**src/rtl/ex_mem_stage_if.sv**
```systemverilog
// EX->MEM instruction handshake, data-memory port and MEM/WB bundle of ex_mem_stage.
interface ex_mem_stage_if #(
  parameter int unsigned ADDR_W = 10
);
  // EX stage presentation
  logic              in_valid;
  logic [31:0]       in_instr;
  logic [31:0]       in_result;
  logic [2:0]        in_flags;
  logic [31:0]       in_store_data;
  logic              stall;

  // data memory
  logic              dmem_req;
  logic              dmem_we;
  logic [ADDR_W-1:0] dmem_addr;
  logic [31:0]       dmem_wdata;
  logic              dmem_ack;
  logic [31:0]       dmem_rdata;

  // MEM/WB bundle
  logic              wb_valid;
  logic              wb_we;
  logic [4:0]        wb_dst;
  logic [31:0]       wb_data;
  logic              ovf_exc;
  logic              addr_exc;
  logic              bus_err;

  // Stage side: consumes EX and memory responses, produces requests and writeback.
  modport slave (
    input  in_valid, in_instr, in_result, in_flags, in_store_data,
    input  dmem_ack, dmem_rdata,
    output stall,
    output dmem_req, dmem_we, dmem_addr, dmem_wdata,
    output wb_valid, wb_we, wb_dst, wb_data, ovf_exc, addr_exc, bus_err
  );

  // Environment side: drives EX and memory, observes everything else.
  modport master (
    output in_valid, in_instr, in_result, in_flags, in_store_data,
    output dmem_ack, dmem_rdata,
    input  stall,
    input  dmem_req, dmem_we, dmem_addr, dmem_wdata,
    input  wb_valid, wb_we, wb_dst, wb_data, ovf_exc, addr_exc, bus_err
  );
endinterface

```
**src/rtl/ex_mem_stage.sv**
```systemverilog
// EX/MEM pipeline register and memory-access stage producing the registered MEM/WB bundle.
// Aligned lw/sw hold the stage in ACCESS until ack or timeout; stall back-pressures EX meanwhile.
module ex_mem_stage #(
  parameter int unsigned ADDR_W  = 10,
  parameter int unsigned TIMEOUT = 16
) (
  input  logic          clk,
  input  logic          reset,
  ex_mem_stage_if.slave bus
);

  localparam int unsigned     CNT_W    = (TIMEOUT > 1) ? $clog2(TIMEOUT) : 1;
  localparam logic [CNT_W-1:0] CNT_LAST = CNT_W'(TIMEOUT - 1);

  localparam logic [5:0] OP_RTYPE = 6'h00;
  localparam logic [5:0] OP_ADDI  = 6'h08;
  localparam logic [5:0] OP_SLTI  = 6'h0a;
  localparam logic [5:0] OP_SLTIU = 6'h0b;
  localparam logic [5:0] OP_LW    = 6'h23;
  localparam logic [5:0] OP_SW    = 6'h2b;

  localparam logic [5:0] FN_ADD   = 6'h20;
  localparam logic [5:0] FN_SUB   = 6'h22;
  localparam logic [5:0] FN_SLT   = 6'h2a;
  localparam logic [5:0] FN_SLTU  = 6'h2b;

  typedef enum logic {
    ST_IDLE,
    ST_ACCESS
  } state_t;

  // EX/MEM register contents; store data lives directly in dmem_wdata.
  typedef struct packed {
    logic        valid;
    logic [31:0] instr;
    logic [31:0] result;
    logic [2:0]  flags;
  } exmem_t;

  state_t           state;
  exmem_t           exm;
  logic [CNT_W-1:0] tcnt;

  logic [5:0]  in_opcode;
  logic        in_mem_access;

  logic [5:0]  opcode;
  logic [5:0]  funct;
  logic [4:0]  dst;
  logic        is_rtype;
  logic        is_lw;
  logic        is_sw;
  logic        is_mem;
  logic        misaligned;
  logic        writes;
  logic        is_slt;
  logic        is_trap;

  logic        in_access;
  logic        last_try;
  logic        advance;
  logic        complete;

  logic        nx_we;
  logic [31:0] nx_data;
  logic        nx_ovf;
  logic        nx_aexc;
  logic        nx_berr;

  logic        unused_fields;

  // Classify the instruction being presented: does capturing it start a memory access?
  always_comb begin
    in_opcode     = bus.in_instr[31:26];
    in_mem_access = bus.in_valid
                  && ((in_opcode == OP_LW) || (in_opcode == OP_SW))
                  && (bus.in_result[1:0] == 2'b00);
  end

  // Decode the registered instruction into destination, write permission and special cases.
  always_comb begin
    opcode     = exm.instr[31:26];
    funct      = exm.instr[5:0];
    is_rtype   = (opcode == OP_RTYPE);
    is_lw      = (opcode == OP_LW);
    is_sw      = (opcode == OP_SW);
    is_mem     = is_lw || is_sw;
    misaligned = (exm.result[1:0] != 2'b00);
    dst        = is_rtype ? exm.instr[15:11] : exm.instr[20:16];
    writes     = 1'b0;
    if (is_rtype) begin
      case (funct) inside
        6'h00, 6'h02, 6'h03, 6'h04, 6'h06, 6'h07,
        [6'h20:6'h27], FN_SLT, FN_SLTU: writes = 1'b1;
        default:                        writes = 1'b0;
      endcase
    end else begin
      writes = (opcode inside {[6'h08:6'h0e]}) || is_lw;
    end
    is_slt  = is_rtype ? ((funct == FN_SLT) || (funct == FN_SLTU))
                       : ((opcode == OP_SLTI) || (opcode == OP_SLTIU));
    is_trap = is_rtype ? ((funct == FN_ADD) || (funct == FN_SUB))
                       : (opcode == OP_ADDI);
  end

  // Handshake: an access ends on ack or on its final timeout cycle, freeing EX the same cycle.
  assign in_access = (state == ST_ACCESS);
  assign last_try  = (tcnt == CNT_LAST);
  assign bus.stall = in_access && !bus.dmem_ack && !last_try;
  assign advance   = !bus.stall;
  assign complete  = exm.valid && advance;

  // Writeback bundle for the instruction leaving the register this cycle.
  always_comb begin
    nx_we   = 1'b0;
    nx_data = exm.result;
    nx_ovf  = 1'b0;
    nx_aexc = 1'b0;
    nx_berr = 1'b0;
    if (is_mem) begin
      if (misaligned) begin
        nx_aexc = 1'b1;
      end else if (!bus.dmem_ack) begin
        nx_berr = 1'b1;
      end else if (is_lw) begin
        nx_data = bus.dmem_rdata;
        nx_we   = (dst != 5'd0);
      end
    end else begin
      if (is_slt) begin
        nx_data = {31'b0, exm.flags[1]};
      end
      if (is_trap && exm.flags[0]) begin
        nx_ovf = 1'b1;
      end else begin
        nx_we = writes && (dst != 5'd0);
      end
    end
  end

  // Instruction fields with no role in this stage.
  assign unused_fields = ^{exm.instr[25:21], exm.instr[10:6], exm.flags[2]};

  // Pipeline register, access FSM, timeout counter, memory port and MEM/WB registers.
  always_ff @(posedge clk) begin
    if (reset) begin
      state        <= ST_IDLE;
      exm          <= '0;
      tcnt         <= '0;
      bus.dmem_req   <= 1'b0;
      bus.dmem_we    <= 1'b0;
      bus.dmem_addr  <= '0;
      bus.dmem_wdata <= '0;
      bus.wb_valid   <= 1'b0;
      bus.wb_we      <= 1'b0;
      bus.wb_dst     <= '0;
      bus.wb_data    <= '0;
      bus.ovf_exc    <= 1'b0;
      bus.addr_exc   <= 1'b0;
      bus.bus_err    <= 1'b0;
    end else begin
      if (advance) begin
        exm <= '{valid:  bus.in_valid,
                 instr:  bus.in_instr,
                 result: bus.in_result,
                 flags:  bus.in_flags};
        tcnt         <= '0;
        state        <= in_mem_access ? ST_ACCESS : ST_IDLE;
        bus.dmem_req <= in_mem_access;
        bus.dmem_we  <= in_mem_access && (in_opcode == OP_SW);
        if (in_mem_access) begin
          bus.dmem_addr  <= bus.in_result[ADDR_W+1:2];
          bus.dmem_wdata <= bus.in_store_data;
        end
      end else begin
        tcnt <= tcnt + CNT_W'(1);
      end

      bus.wb_valid <= complete;
      bus.wb_we    <= complete && nx_we;
      bus.wb_dst   <= complete ? dst : 5'd0;
      bus.wb_data  <= complete ? nx_data : 32'd0;
      bus.ovf_exc  <= complete && nx_ovf;
      bus.addr_exc <= complete && nx_aexc;
      bus.bus_err  <= complete && nx_berr;
    end
  end

endmodule

```
**src/flat_wrapper.sv**
```systemverilog
// flat-port wrapper written by rule: the top's interface ports become plain ports
module ex_mem_stage_flat 
#(
  parameter int unsigned ADDR_W  = 10,
  parameter int unsigned TIMEOUT = 16
)
  (clk, reset, bus_in_valid, bus_in_instr, bus_in_result, bus_in_flags, bus_in_store_data, bus_dmem_ack, bus_dmem_rdata, bus_stall, bus_dmem_req, bus_dmem_we, bus_dmem_addr, bus_dmem_wdata, bus_wb_valid, bus_wb_we, bus_wb_dst, bus_wb_data, bus_ovf_exc, bus_addr_exc, bus_bus_err);
  ex_mem_stage_if #(.ADDR_W(ADDR_W)) bus_i ();
  input  logic clk;
  input  logic reset;
  input wire logic [$bits(bus_i.in_valid)-1:0] bus_in_valid;
  input wire logic [$bits(bus_i.in_instr)-1:0] bus_in_instr;
  input wire logic [$bits(bus_i.in_result)-1:0] bus_in_result;
  input wire logic [$bits(bus_i.in_flags)-1:0] bus_in_flags;
  input wire logic [$bits(bus_i.in_store_data)-1:0] bus_in_store_data;
  input wire logic [$bits(bus_i.dmem_ack)-1:0] bus_dmem_ack;
  input wire logic [$bits(bus_i.dmem_rdata)-1:0] bus_dmem_rdata;
  output wire logic [$bits(bus_i.stall)-1:0] bus_stall;
  output wire logic [$bits(bus_i.dmem_req)-1:0] bus_dmem_req;
  output wire logic [$bits(bus_i.dmem_we)-1:0] bus_dmem_we;
  output wire logic [$bits(bus_i.dmem_addr)-1:0] bus_dmem_addr;
  output wire logic [$bits(bus_i.dmem_wdata)-1:0] bus_dmem_wdata;
  output wire logic [$bits(bus_i.wb_valid)-1:0] bus_wb_valid;
  output wire logic [$bits(bus_i.wb_we)-1:0] bus_wb_we;
  output wire logic [$bits(bus_i.wb_dst)-1:0] bus_wb_dst;
  output wire logic [$bits(bus_i.wb_data)-1:0] bus_wb_data;
  output wire logic [$bits(bus_i.ovf_exc)-1:0] bus_ovf_exc;
  output wire logic [$bits(bus_i.addr_exc)-1:0] bus_addr_exc;
  output wire logic [$bits(bus_i.bus_err)-1:0] bus_bus_err;
  assign bus_i.in_valid = bus_in_valid;
  assign bus_i.in_instr = bus_in_instr;
  assign bus_i.in_result = bus_in_result;
  assign bus_i.in_flags = bus_in_flags;
  assign bus_i.in_store_data = bus_in_store_data;
  assign bus_i.dmem_ack = bus_dmem_ack;
  assign bus_i.dmem_rdata = bus_dmem_rdata;
  assign bus_stall = bus_i.stall;
  assign bus_dmem_req = bus_i.dmem_req;
  assign bus_dmem_we = bus_i.dmem_we;
  assign bus_dmem_addr = bus_i.dmem_addr;
  assign bus_dmem_wdata = bus_i.dmem_wdata;
  assign bus_wb_valid = bus_i.wb_valid;
  assign bus_wb_we = bus_i.wb_we;
  assign bus_wb_dst = bus_i.wb_dst;
  assign bus_wb_data = bus_i.wb_data;
  assign bus_ovf_exc = bus_i.ovf_exc;
  assign bus_addr_exc = bus_i.addr_exc;
  assign bus_bus_err = bus_i.bus_err;
  ex_mem_stage #(.ADDR_W(ADDR_W), .TIMEOUT(TIMEOUT)) u_core (.clk(clk), .reset(reset), .bus(bus_i));
endmodule
```
**config.mk**
```make
export PLATFORM = sky130hd
export DESIGN_NAME = ex_mem_stage_flat
export DESIGN_NICKNAME = d
export VERILOG_FILES = /design/src/rtl/ex_mem_stage_if.sv /design/src/rtl/ex_mem_stage.sv /design/src/flat_wrapper.sv
export SDC_FILE = /design/constraint.sdc
export NUM_CORES = 1
export LEC_CHECK = 0
export CELL_PAD_IN_SITES_DETAIL_PLACEMENT = 0
export CELL_PAD_IN_SITES_GLOBAL_PLACEMENT = 2
export CORE_ASPECT_RATIO = 1.75
export CORE_MARGIN = 5
export CORE_UTILIZATION = 23
export CTS_CLUSTER_SIZE = 25
export DETAILED_ROUTE_END_ITERATION = 12
export GPL_TIMING_DRIVEN = 0
export PLACE_DENSITY_LB_ADDON = 0.1
export SYNTH_ARGS = -nofsm -noshare
export SYNTH_HDL_FRONTEND = slang
export SYNTH_SLANG_ARGS = --single-unit
```
**constraint.sdc**
```tcl
create_clock -name clk -period 2.4 [get_ports clk]
set_clock_uncertainty 0.1 [all_clocks]
set_input_delay 0.72 -clock clk [delete_from_list [all_inputs] [get_ports clk]]
set_output_delay 0.72 -clock clk [all_outputs]
set_load 0.01 [all_outputs]
```
==> flow_metrics.env <==
export IMPL_min_path_type="flop to flop"
export IMPL_start_util_pct=23.13
export IMPL_layout_setup_ws_ps=104.5
export IMPL_final_core_util_pct=37.11
export IMPL_worstMarginPinSlew_ps=604.4
export IMPL_setup_worst_path_end_class="flop"
export IMPL_postCtsHoldBufs=0
export IMPL_clk_latency_ps=420
export IMPL_path_clk_slew_ps=60
export IMPL_drc=0
export IMPL_yosys_area_share_simple_pct=22.37
export IMPL_antenna_found_initial=1
export IMPL_yosysSeqAreaShare_pct=56.39
export IMPL_io_pins=222
export IMPL_peakVddDrop_mv=0.3260
export IMPL_drtIter0Drc=163
export IMPL_max_freq_mhz=435.6
export IMPL_power_leakage_nw=3.055
export IMPL_synth_area_leaders="dfxtp_1 56%, nand2_1 15%, a21oi_1 10%, a22oi_1 3.0%, clkbuf_1 2.7%"
export IMPL_finalSetupViolations=0
export IMPL_synth_flop_cell="dfxtp_1"
export IMPL_syn_num_nets=761
export IMPL_synth_area_per_cell_sq_um=8.350
export IMPL_outcome="completed"
export IMPL_die_area_sq_um=25920
export IMPL_core_area_sq_um=22560
export IMPL_start_kind="input pin"
export IMPL_postRouteAntennaNets=0
export IMPL_synth_top_area_share_pct=56.39
export IMPL_synthTopCellsByCount="214 x nand2_1, 147 x dfxtp_1, 107 x a21oi_1"
export IMPL_finalHoldViolCount=0
export IMPL_routed_via_density=4.301
export IMPL_grt_first_pass_wirelength_um=28770
export IMPL_critPathRequiredTime_ps=2600
export IMPL_synth_edf_count=0
export IMPL_nets=990
export IMPL_gr_total_overflow=0
export IMPL_port_buffers=209
export IMPL_route_vias_total=5024
export IMPL_syn_inst=625
export IMPL_async_flop_share_pct=0
export IMPL_cts_buffers=17
export IMPL_maxSlewViolCount=0
export IMPL_synthMuxAreaShare_pct=0.4076
export IMPL_first_global_vias=5293
export IMPL_yosys_area_share_adder_pct=0.2398
export IMPL_rsz0062_at_grt="no"
export IMPL_finalWirelength_um=19050
export IMPL_gp_congestion=0.7568
export IMPL_synth_compound_area_share_pct=16.78
export IMPL_grt_max_degree=17
export IMPL_syn_to_final_growth_pct=60.42
export IMPL_synth_seq_cells=147
export IMPL_relSlewSlack_pct=59.71
export IMPL_clock_sinks=147
export IMPL_cap_violations=0
export IMPL_first_pass_iters=5
export IMPL_period_needed_ps=2296
export IMPL_synth_area_sq_um=5219
export IMPL_power_density_nw_per_um2=688.5
export IMPL_row_count=73
export IMPL_place_ws_ps=-1016
export IMPL_fp_dieH_um=209.3
export IMPL_criticalPathCategory="input pin to flop"
export IMPL_clockBufferDepth=2
export IMPL_route_detailed_wl_per_inst_um=16.31
export IMPL_cp_max_fo=10
export IMPL_dp_hpwl_um=14990
export IMPL_synth_warnings=0
export IMPL_cts_tree="built"
export IMPL_layout_drive_gt1_share_pct=7.728
export IMPL_grt_total_usage_pct=14.80
export IMPL_synth_area_leader_cell="dfxtp_1"
export IMPL_dieWidth_um=123.9
export IMPL_cts_root_buf="clkbuf_16"
export IMPL_htree_levels=4
export IMPL_yosysMostFrequentCell="nand2_1"
export IMPL_yosysUniqueCellTypes=38
export IMPL_crit_arrival_ps=2500
export IMPL_synth_top_family_by_area="simple AND/OR/NAND/NOR gates"
export IMPL_synth_xor_area_share_pct=0.3357
export IMPL_period_share_pct=95.65
-- metal layers --
| layer | GRT usage (%) | routed length [um] | up-vias |
|---|---|---|---|
| li1 | - | - | 2548 |
| met4 | 6.386 | 493 | 0 |
| met2 | 26.97 | 10100 | 164 |
| met3 | 5.338 | 1466 | 26 |
| met1 | 14.70 | 6988 | 2286 |
| met5 | 0 | 0 | - |
-- power breakdown --
| part | leakage [nW] | internal, mW | total (mW) | switching, mW |
|---|---|---|---|---|
| combinational | 1.55 | 0.261 | 0.421 | 0.159 |
| sequential | 1.20 | 2.51 | 2.55 | 0.0457 |
| clock | 0.305 | 1.77 | 2.79 | 1.02 |
-- placed cells by master, fill, tap and decap left out, types with 3 or more instances in the layout --
cell,count
a21oi_1,107
a22oi_1,21
a22oi_2,10
buf_2,4
bufinv_16,3
clkbuf_1,27
clkbuf_16,17
clkbuf_2,10
clkbuf_8,5
clkdlybuf4s50_1,207
clkinv_2,4
dfxtp_1,145
nand2_1,214
nand2b_1,3
nand3_1,5
nand3b_1,3
nor2_1,35
nor3_1,8
nor4_1,3
-- through the flow --
stage | std cells | setup TNS (ps) | hold WS, ps | area [sq um] | power [mW]
after floorplan | 625 | 0 | 326.7 | 5219 | 2.732
after global placement | 1134 | -90500 | 342.3 | 7686 | 3.026
after detailed placement | 1134 | -90350 | 348.4 | 7686 | 3.029
after CTS | 1168 | 0 | 355.1 | 8372 | 5.868
after global routing | 1167 | 0 | 371.4 | 8369 | 6.009
final | 1168 | 0 | 350.7 | 8372 | 5.764
-- layout make-up --
cell class	instances	area, sq um
Fill cell	2401	14190
Sequential cell	147	2945
Multi-Input combinational cell	433	2123
Timing Repair Buffer	211	2107
Clock buffer	23	498.0
Tap cell	300	375.4
Buffer	42	182.7
Clock inverter	9	125.1
Inverter	2	12.51
Antenna cell	1	2.502
-- worst paths after layout --
path,endpoint,from,slack [ps],cells after the start
setup reg to reg,u_core.bus.wb_data[27],u_core.exm[61],140,7
setup / recovery,u_core.bus.wb_data[27],bus_dmem_ack,100,8
hold reg to reg,u_core.exm[67],u_core.exm[67],350,2
hold / removal,u_core.exm[67],u_core.exm[67],350,2
-- sequential cells by signal (all words and copies together) (netlist names) --
register / flops
u_core.exm: 57
u_core.bus.dmem_wdata: 32
u_core.bus.wb_data: 32
u_core.bus.dmem_addr: 10
u_core.bus.wb_dst: 5
u_core.tcnt: 4
u_core.bus.addr_exc: 1
u_core.bus.bus_err: 1
u_core.bus.dmem_we: 1
u_core.bus.ovf_exc: 1
u_core.bus.wb_valid: 1
u_core.bus.wb_we: 1
u_core.in_access: 1
-- worst max-delay path, stage by stage --
cell           delay [ps]
dlygate4sd2_1         250
or4b_1                500
nor4_4                260
a211oi_1              140
buf_2                 260
buf_6                 180
a22oi_2               130
nor2_1                 60
-- repair_timing --
item | in CTS | in global routing
setup buffers | 2 | 0
pin swaps | 2 | 1
setup endpoints to repair | 107 | 46
resized for setup | 22 | 10
-- cells by family after synthesis --
family                   count (synthesis)
multiplexers                             2
flip-flops                             147
buffers and inverters                   45
AND/OR/NAND/NOR                        283
XOR/XNOR                                 2
AO/OA/AOI/OAI                          145
adder cells (fa/ha/maj)                  1
(Power assumes the default switching activity.)
